`src/rtl/labcontrol_pkg.sv`:
```
// Shared LabControl bus definitions: field widths, DIOD bit map, FSM state encoding
// and the packing helper used by the bus masters and receivers.
package labcontrol_pkg;

    localparam int unsigned LC_DATA_WIDTH = 16;
    localparam int unsigned LC_ADDR_WIDTH = 8;
    localparam int unsigned LC_SBUS_WIDTH = 3;
    localparam int unsigned LC_RESV_WIDTH = 3;
    localparam int unsigned LC_BUS_WIDTH  = 32;

    // Bit positions inside DIOD
    localparam int unsigned LC_STROBE_BIT = 0;
    localparam int unsigned LC_DIR_BIT    = 1;
    localparam int unsigned LC_SBUS_LSB   = 2;
    localparam int unsigned LC_RESV_LSB   = 5;

    typedef enum logic [1:0] {
        LC_ST_IDLE   = 2'd0,
        LC_ST_SETUP  = 2'd1,
        LC_ST_STROBE = 2'd2,
        LC_ST_HOLD   = 2'd3
    } lc_state_t;

    // Full 32-bit bus image; field order maps directly onto {DIOA, DIOB, DIOC, DIOD}
    typedef struct packed {
        logic [LC_DATA_WIDTH-1:0] data;
        logic [LC_ADDR_WIDTH-1:0] addr;
        logic [LC_RESV_WIDTH-1:0] resv;
        logic [LC_SBUS_WIDTH-1:0] sbus;
        logic                     dir;
        logic                     strobe;
    } lc_bus_t;

    function automatic lc_bus_t lc_pack(
        input logic [LC_DATA_WIDTH-1:0] data,
        input logic [LC_ADDR_WIDTH-1:0] addr,
        input logic [LC_SBUS_WIDTH-1:0] sbus,
        input logic                     dir,
        input logic                     strobe
    );
        lc_bus_t b;
        b.data   = data;
        b.addr   = addr;
        b.resv   = '0;
        b.sbus   = sbus;
        b.dir    = dir;
        b.strobe = strobe;
        return b;
    endfunction

endpackage

```
`src/rtl/axis_labcontrol_master.sv`:
```
// LabControl bus master: turns each AXI-Stream command word into a timed
// setup / strobe / hold write cycle on the DIOA..DIOD bus.
module axis_labcontrol_master
    import labcontrol_pkg::lc_state_t, labcontrol_pkg::lc_bus_t, labcontrol_pkg::lc_pack,
           labcontrol_pkg::LC_ST_IDLE, labcontrol_pkg::LC_ST_SETUP,
           labcontrol_pkg::LC_ST_STROBE, labcontrol_pkg::LC_ST_HOLD;
#(
    parameter int unsigned AXIS_DATA_WIDTH = 32,
    parameter int unsigned LC_DATA_WIDTH   = 16,
    parameter int unsigned LC_ADDR_WIDTH   = 8,
    parameter int unsigned SETUP_CYCLES    = 2,
    parameter int unsigned STROBE_CYCLES   = 10,
    parameter int unsigned HOLD_CYCLES     = 2
) (
    input  logic                       s_axis_aclk,
    input  logic                       s_axis_aresetn,
    input  logic [AXIS_DATA_WIDTH-1:0] s_axis_tdata,
    input  logic                       s_axis_tvalid,
    output logic                       s_axis_tready,
    output logic                       busy,
    output logic [7:0]                 DIOA,
    output logic [7:0]                 DIOB,
    output logic [7:0]                 DIOC,
    output logic [7:0]                 DIOD
);

    localparam int unsigned CMD_WIDTH  = 27;
    localparam int unsigned SBUS_LSB   = LC_DATA_WIDTH + LC_ADDR_WIDTH;
    localparam int unsigned CNT_WIDTH  = 8;

    localparam logic [CNT_WIDTH-1:0] SETUP_LOAD  = CNT_WIDTH'(SETUP_CYCLES - 1);
    localparam logic [CNT_WIDTH-1:0] STROBE_LOAD = CNT_WIDTH'(STROBE_CYCLES - 1);
    localparam logic [CNT_WIDTH-1:0] HOLD_LOAD   = CNT_WIDTH'(HOLD_CYCLES - 1);

    lc_state_t            state, state_next;
    logic [CNT_WIDTH-1:0] cnt, cnt_next;
    lc_bus_t              bus, bus_next;
    logic                 ready_q;
    logic                 busy_q;
    logic                 accept_c;

    // Bits above the subbus field carry no meaning for this bus
    generate
        if (AXIS_DATA_WIDTH > CMD_WIDTH) begin : g_unused_tdata
            logic unused_tdata;
            assign unused_tdata = ^s_axis_tdata[AXIS_DATA_WIDTH-1:CMD_WIDTH];
        end
    endgenerate

    assign accept_c = s_axis_tvalid && ready_q;

    // Next-state, phase counter and bus image
    always_comb begin
        state_next = state;
        cnt_next   = cnt;
        bus_next   = bus;
        case (state)
            LC_ST_IDLE: begin
                if (accept_c) begin
                    state_next = LC_ST_SETUP;
                    cnt_next   = SETUP_LOAD;
                    bus_next   = lc_pack(s_axis_tdata[LC_DATA_WIDTH-1:0],
                                         s_axis_tdata[LC_DATA_WIDTH +: LC_ADDR_WIDTH],
                                         s_axis_tdata[SBUS_LSB +: 3],
                                         1'b1, 1'b0);
                end
            end
            LC_ST_SETUP: begin
                if (cnt == '0) begin
                    state_next      = LC_ST_STROBE;
                    cnt_next        = STROBE_LOAD;
                    bus_next.strobe = 1'b1;
                end else begin
                    cnt_next = cnt - CNT_WIDTH'(1);
                end
            end
            LC_ST_STROBE: begin
                if (cnt == '0) begin
                    state_next      = LC_ST_HOLD;
                    cnt_next        = HOLD_LOAD;
                    bus_next.strobe = 1'b0;
                end else begin
                    cnt_next = cnt - CNT_WIDTH'(1);
                end
            end
            LC_ST_HOLD: begin
                if (cnt == '0) begin
                    state_next = LC_ST_IDLE;
                end else begin
                    cnt_next = cnt - CNT_WIDTH'(1);
                end
            end
            default: begin
                state_next = LC_ST_IDLE;
                cnt_next   = '0;
            end
        endcase
    end

    // Ready/busy are registered copies of the state decode; ready stays low while in reset
    always_ff @(posedge s_axis_aclk) begin
        if (!s_axis_aresetn) begin
            state   <= LC_ST_IDLE;
            cnt     <= '0;
            bus     <= '0;
            ready_q <= 1'b0;
            busy_q  <= 1'b0;
        end else begin
            state   <= state_next;
            cnt     <= cnt_next;
            bus     <= bus_next;
            ready_q <= (state_next == LC_ST_IDLE);
            busy_q  <= (state_next != LC_ST_IDLE);
        end
    end

    assign s_axis_tready = ready_q;
    assign busy          = busy_q;
    assign DIOA          = bus.data[15:8];
    assign DIOB          = bus.data[7:0];
    assign DIOC          = bus.addr;
    assign DIOD          = {bus.resv, bus.sbus, bus.dir, bus.strobe};

endmodule

```
`config.mk`:
```
export PLATFORM = sky130hd
export DESIGN_NAME = axis_labcontrol_master
export DESIGN_NICKNAME = d
export VERILOG_FILES = /design/src/rtl/labcontrol_pkg.sv /design/src/rtl/axis_labcontrol_master.sv
export SDC_FILE = /design/constraint.sdc
export NUM_CORES = 1
export LEC_CHECK = 0
export CAP_MARGIN = 20
export CORE_MARGIN = 3
export CORE_UTILIZATION = 45
export CTS_BUF_LIST = sky130_fd_sc_hd__clkbuf_2 sky130_fd_sc_hd__clkbuf_4 sky130_fd_sc_hd__clkbuf_8
export DETAILED_ROUTE_END_ITERATION = 8
export PLACE_DENSITY = 0.92
export REMOVE_ABC_BUFFERS = 1
export SLEW_MARGIN = 20
export SYNTH_ARGS = -nofsm -noshare
export SYNTH_HDL_FRONTEND = slang
export SYNTH_SLANG_ARGS = --single-unit
```
`constraint.sdc`:
```
create_clock -name s_axis_aclk -period 2.3 [get_ports s_axis_aclk]
set_input_delay 0.345 -clock s_axis_aclk [delete_from_list [all_inputs] [get_ports s_axis_aclk]]
set_output_delay 0.345 -clock s_axis_aclk [all_outputs]
set_load 0.01 [all_outputs]
```
# After elaboration in Yosys (flattened, before gate mapping)
# Cells that the tools add are included.
# Widths: inputs -> output; s select.
dict set report totals {
  reg_bits 41
  input_bits 35
  out_inout_bits 34
  wordCells 40
}
dict set report classes {
  addsub 1
  n_eq_ne 7
  mux 14
  n_reduce_logical 9
}
# operator count
set ops {}
lappend ops {{$mux 8} 4}
lappend ops {{$pmux 8 s4} 1}
lappend ops {{$logic_not 8->1} 1}
lappend ops {{$mux 2} 4}
lappend ops {{$ne 2x2->1 const B} 4}
lappend ops {{$pmux 2 s4} 1}
lappend ops {{$sub 8x1->8 const B} 1}
lappend ops {{$eq 2x2->1 const B} 2}
lappend ops {{$logic_not 2->1} 2}
lappend ops {{$reduce_and 2->1} 2}
lappend ops {{$reduce_and 4->1} 1}
lappend ops {{$mux 1} 3}
lappend ops {{$pmux 1 s3} 1}
lappend ops {{$reduce_bool 3->1} 1}
lappend ops {{$eq 2x1->1 const B} 1}
lappend ops {{$reduce_bool 2->1} 1}
lappend ops {{$logic_and 1x1->1} 1}

# Logic depth before layout (Yosys ltp)
dict set report logic_depth {
  ltp_word 4
  ltp_mapped 7
  mapped_depth_nobuf 6
}

# Least setup slack after synthesis
# OpenSTA, ideal clock, no wires.
dict set report synth_path {
  path_type {reg2reg}
  startpoint {register cnt[0]}
  endpoint {register cnt[7]}
  setup_ns 0.080
  arrival_time_ns 1.548
  t_required_ns 2.220
  slack_ns 0.672
  path_stages_with_launch 7
  n_path_buf 0
  period_less_slack_ns 1.628
  cell_sequence {dfxtp_1 > inv_1 > ha_1 > nor3b_2 > a21oi_1 > or3b_2 > o211ai_1}
}
dict set report synth_via {
  elab_chain_len 3
  elab_cells_between_ends 8
  classes_between {add/sub: 1; eq/ne: 1; mux: 4; reduce/logical: 2}
}
# item line_no
set synth_rtl {}
lappend synth_rtl {{from (decl)} axis_labcontrol_master.sv:36} ;# logic [CNT_WIDTH-1:0] cnt, cnt_next;
lappend synth_rtl {{from (signal assigned)} axis_labcontrol_master.sv:110} ;# cnt <= cnt_next;
lappend synth_rtl {{$sub 8x1->8 / $logic_not 8->1 (equally long branches)} n/a}
lappend synth_rtl {{$mux 8 (tied with other cells)} axis_labcontrol_master.sv:87} ;# if (cnt == '0) begin
lappend synth_rtl {{$pmux 8 s4 / $reduce_and 2->1 (equally long branches)} n/a}
# Parallel ways exist; a longest one is shown, timed or not. The select of a mux whose other input is x is not followed.
# A chain may end at the register's enable or synchronous reset.

# Worst setup path after layout
# Ends and elaborated chain as after synthesis.

==> metrics <==
grt ovf 0; Leak 0.909 nW; number of global-route vias before repair 1405; Global Route Usage Sum 18.2%; H-tree depth 2; initial antenna violation count 0; CTS tree yes; hold endpoint DIOB[2]$_SDFFE_PN0P_; path depth of the worst reg2reg path 6; Num CTS Buffers 5; Max Cap Viol 0; gpl congestion 0.861; CP max FO 7; routed wire length 3950 um; worst slew pin tran 0.588 ns; area of placed instances 2370 um2; sequential fraction of the synthesis area 47.0%; Pwr per Cell Area 1120 nW/um2; wire length per cell 12.8 um; Worst VDD drop 0.640 mV; Synth area leader dfxtp_1; n_diodes 0; warnings from Yosys 0; Post-synth top cells 59 x nand2_1, 41 x dfxtp_1, 27 x a21boi_0; post-cts sizing count 0; Final Hold Viols 0; area growth from synthesis to layout 40.9%; Die X-Extent 68.3 um; Post-CTS Setup Bufs 0; setup violators final 0; cell area after synthesis 1750 um2; Yosys reg bits 41; post-synth top area share 47.0%; Reg-to-Reg End cnt[7]$_SDFFE_PN0P_; Initial Util 47.0%; die area 4670 um2; layout cells sized above 1 8.02%; Buf/Inv on CP 1; DRT antenna net count 0; Iteration-0 DRC Markers 87; Most used DFF post-synth dfxtp_1; Synth area leaders dfxtp_1 47%, nand2_1 13%, a21boi_0 12%; Crit. path cell count 6; Post-synth EDFFs 0; Crit. End Element flop; drt via density 4.98; clk sinks 41; Worst-path clk slew 0.07 ns; Avg Inst Size Synth 8.65 um2; FILL cells 299; DP Wirelength 2890 um; critical-path cell list inv_1 > ha_1 > nor3b_2 > a21oi_1 > or3b_2 > o211ai_1; setup TNS 0 ns; largest net degree at the start of global routing 26; # hold bufs at CTS 0; Worst slew margin 60.6%; Rows 22; WP data required 2.51 ns; # nets final 298; post-synthesis async set-or-reset flop share 0%; post-route cell area 2460 um2; synthesized instance count 202; status completed; count leader, synth nand2_1; startpoint types flop; kind of critical path flop to flop; worst min-delay path startpoint DIOB[2]$_SDFFE_PN0P_; crit share post-route 78.1%; Reg2Reg Launch Point cnt[0]$_SDFFE_PN0P_; CP top delay family simple AND/OR/NAND/NOR gates; crit-path max cell delay 0.47 ns; worst-skew pair later-pin latency 0.29 ns; first-pass GRT wire length 6290 um; Worst R2R Setup Slack 0.50 ns; Slowest-stage cell, CP or3b_2; Core Region 3720 um2; worst path arrival time 2.01 ns; Vias 1544; Peak Freq 557 MHz; I/O pins 69; Setup Skew 0.00533 ns; minimum clock period 1.80 ns; Synth cell types 42; drt pass-1 iters 4; die height 68.3 um; Buffers on Ports 60; Hold Path Class flop to flop; clk root buf clkbuf_8; cell depth of the worst hold path 2; Residual DRC 0; Max Slew Vio Count 0; clk buf depth 2; RSZ-0062 raised after global routing false
layout by cell type, fill, tap and decap left out, types with 2 or more instances in the layout:
cell / count
clkdlybuf4s50_1: 60
nand2_1: 59
dfxtp_1: 41
a21boi_0: 27
a21oi_1: 6
clkbuf_8: 6
buf_4: 6
inv_1: 5
nor2_1: 5
o211ai_1: 4
nor3_1: 3
conb_1: 3
a211oi_1: 2
xnor2_1: 2
nand3_1: 2
and3_2: 2
and2_1: 2
xor2_1: 2
o211a_1: 2
per-stage QoR:
step	util, %	hold WS (ns)	worst slack (ns)	cells	power (mW)
after floorplan	-	0.462	0.660	189	1.80
after global placement	63.9	0.447	0.283	303	2.25
after detailed placement	63.9	0.456	0.251	303	2.29
after CTS	66.3	0.466	0.493	310	2.77
after global routing	66.3	0.480	0.346	310	2.97
final	66.3	0.460	0.504	310	2.75
cell type report:
class                      instances  area (um2)  share of cell area (%)
tap                               48        60.1                    2.44
timing repair buffer              66         646                    26.2
multi-input combinational        143         828                    33.6
sequential                        41         821                    33.3
inverter                           5        18.8                   0.762
clock buffer                       7        90.1                    3.66
power breakdown:
part	switching [mW]	leakage [nW]	internal [mW]
clock	0.221	0.0477	0.250
combinational	0.617	0.527	0.601
sequential	0.170	0.334	0.892
total	1.01	0.909	1.74
flip-flops by register name, indices dropped and copies added, names as in the netlist:
| register | flops |
|---|---|
| state | 2 |
| DIOB | 8 |
| s_axis_tready | 1 |
| cnt | 8 |
| DIOD | 5 |
| busy | 1 |
| DIOC | 8 |
| DIOA | 8 |
per-layer routing:
metal / up-vias / GRT usage (%) / part of all wire, %
met4: 0 / 7.44 / 1.9
met3: 7 / 6.24 / 7.9
met1: 696 / 20.3 / 42
met2: 49 / 31.4 / 48
li1: 792 / - / -
met5: - / 0 / 0
tightest hold or removal path, cell delays in order (launching register included):
cell	delay [ns]
dfxtp_1	0.31
nand2_1	0.04
a21boi_0	0.06
logic make-up after synthesis:
logic type               synth area share [%]
AO/OA/AOI/OAI                            20.7
XOR/XNOR                                 2.00
flip-flops                               47.0
adder cells (fa/ha/maj)                 0.716
buffers and inverters                    6.08
AND/OR/NAND/NOR                          23.3
other                                   0.215
worst max-delay path by stage:
stage / from / end
2_1_floorplan: state[1]$_SDFF_PN0_ / cnt[2]$_SDFFE_PN0P_
3_3_place_gp: s_axis_tvalid / cnt[6]$_SDFFE_PN0P_
3_5_place_dp: s_axis_tvalid / cnt[6]$_SDFFE_PN0P_
4_1_cts: cnt[0]$_SDFFE_PN0P_ / cnt[5]$_SDFFE_PN0P_
5_1_grt: cnt[0]$_SDFFE_PN0P_ / cnt[5]$_SDFFE_PN0P_
6_report: cnt[0]$_SDFFE_PN0P_ / cnt[7]$_SDFFE_PN0P_
Power figures use the tool's default switching activity.
==> RTL edit: new RTL, same settings <==
Make the reset (`s_axis_aresetn`) asynchronous in one clocked block.
--- a/src/rtl/axis_labcontrol_master.sv
+++ b/src/rtl/axis_labcontrol_master.sv
@@ -100,3 +100,3 @@
     // Ready/busy are registered copies of the state decode; ready stays low while in reset
-    always_ff @(posedge s_axis_aclk) begin
+    always_ff @(posedge s_axis_aclk or negedge s_axis_aresetn) begin
         if (!s_axis_aresetn) begin
Behaviour: differs if s_axis_aresetn is asserted again (counterexample within 4 cycles, from zero or initial values and one cycle with s_axis_aresetn low); with s_axis_aresetn held inactive, the same outputs for 10 cycles.
==> RTL edit against the unedited design <==
Core utilization grew 1.6 points. Die area grew 0.85%. Critical path depth grew 1. Sequential power grew 21%. Area after synthesis grew 0.93%. Routed wire length grew 1.4%. Power grew 19%. Global-route usage shrank 0.71 points. Sequential cell count is the same. Worst setup slack lost 300 ps. Cell area grew 2.4%. Synthesized cell count shrank 30%.
==> RTL edit: results (changes against the unedited design) <==
In this run the worst hold path is classified as input port to asynchronous set/reset pin. The logic depth of the worst register-to-register path is 7 (+1). The final critical delay including setup and external delays is 2090 ps (+296 ps). The largest net degree at the start of global routing came to 42 (+62%).

The ratio of total power to cell area is 1290 nW/µm² (+16%). The arrival time at the worst endpoint was 2250 ps (+240 ps). The combinational share of power is 44.2% (about the same).

The number of DRC markers in iteration 0 came to 74 (-15%). The post-synthesis share of cell area spent on full adders, half adders and majority gates is 0.709% (-0.0066 points). The number of filler instances in the final layout is 261 (-13%). In this run the critical register-to-register path is launched from cnt[0].

The fraction of area in clock buffers and inverters came out at 4.12% (+0.46 points). The pin slew with the least headroom to its limit is 863 ps (+275 ps). The xor-xnor portion of the synthesized cell area is 0.993% (-1.0 points). The async set-or-reset flop fraction in the synthesized netlist is 100% (+100 points). The number of distinct library cell variants in the gate-level netlist after synthesis is 36 (-14%). By area, the combinational part of the netlist is dominated by multiplexers. The largest clock skew in the final design came out at 4.54 ps (-0.793 ps).

The worst hold slack came out at 164 ps (-295 ps). The area of all sequential standard cells is 1030 µm² (+25%). The post-layout net count is 241 (-19%).

The first-pass GRT wire length came out at 5.98 mm (-4.9%). The weighted congestion at the end of routability-driven global placement came out at 0.937 (+8.8%). The number of multi-input combinational cells came out at 88 (-38%). The cell internal power dissipation came to 0.00222 W (+27%). The non-clock inverter total of the final layout came out at 6 (+1). The non-clock buffer count in the final layout came to 63 (-4.5%).

The run finished with clean final reports. The fraction of final layout cells sized beyond drive strength 1 came out at 22.0% (+14 points).
## RTL edit: cell count changes in the layout (fill, tap and decap cells not counted), moves of 4 or more
cell                       change
sky130_fd_sc_hd__nand2_1      -54
sky130_fd_sc_hd__dfrtp_1      +41
sky130_fd_sc_hd__dfxtp_1      -41
sky130_fd_sc_hd__mux2_2       +27
sky130_fd_sc_hd__a21boi_0     -26
sky130_fd_sc_hd__o21ai_0       +6
sky130_fd_sc_hd__buf_4         -4
sky130_fd_sc_hd__o211ai_1      -4
## RTL edit: metal layers
layer  GRT usage (%)  part of all wire (%)  vias up
li1                -                     -      629
met1            21.3                    41      629
met2            28.8                    48       54
met3            6.32                   9.9        4
met4            5.21                   1.2        0
met5               0                     0        -
## RTL edit: per-stage QoR
step / std cells / area (µm²) / TNS (ps)
5_1_grt: 253 / 2520 / 0
2_1_floorplan: 135 / 1730 / -5540
4_1_cts: 253 / 2520 / 0
6_report: 253 / 2520 / 0
3_3_place_gp: 246 / 2420 / 0
3_5_place_dp: 246 / 2420 / 0
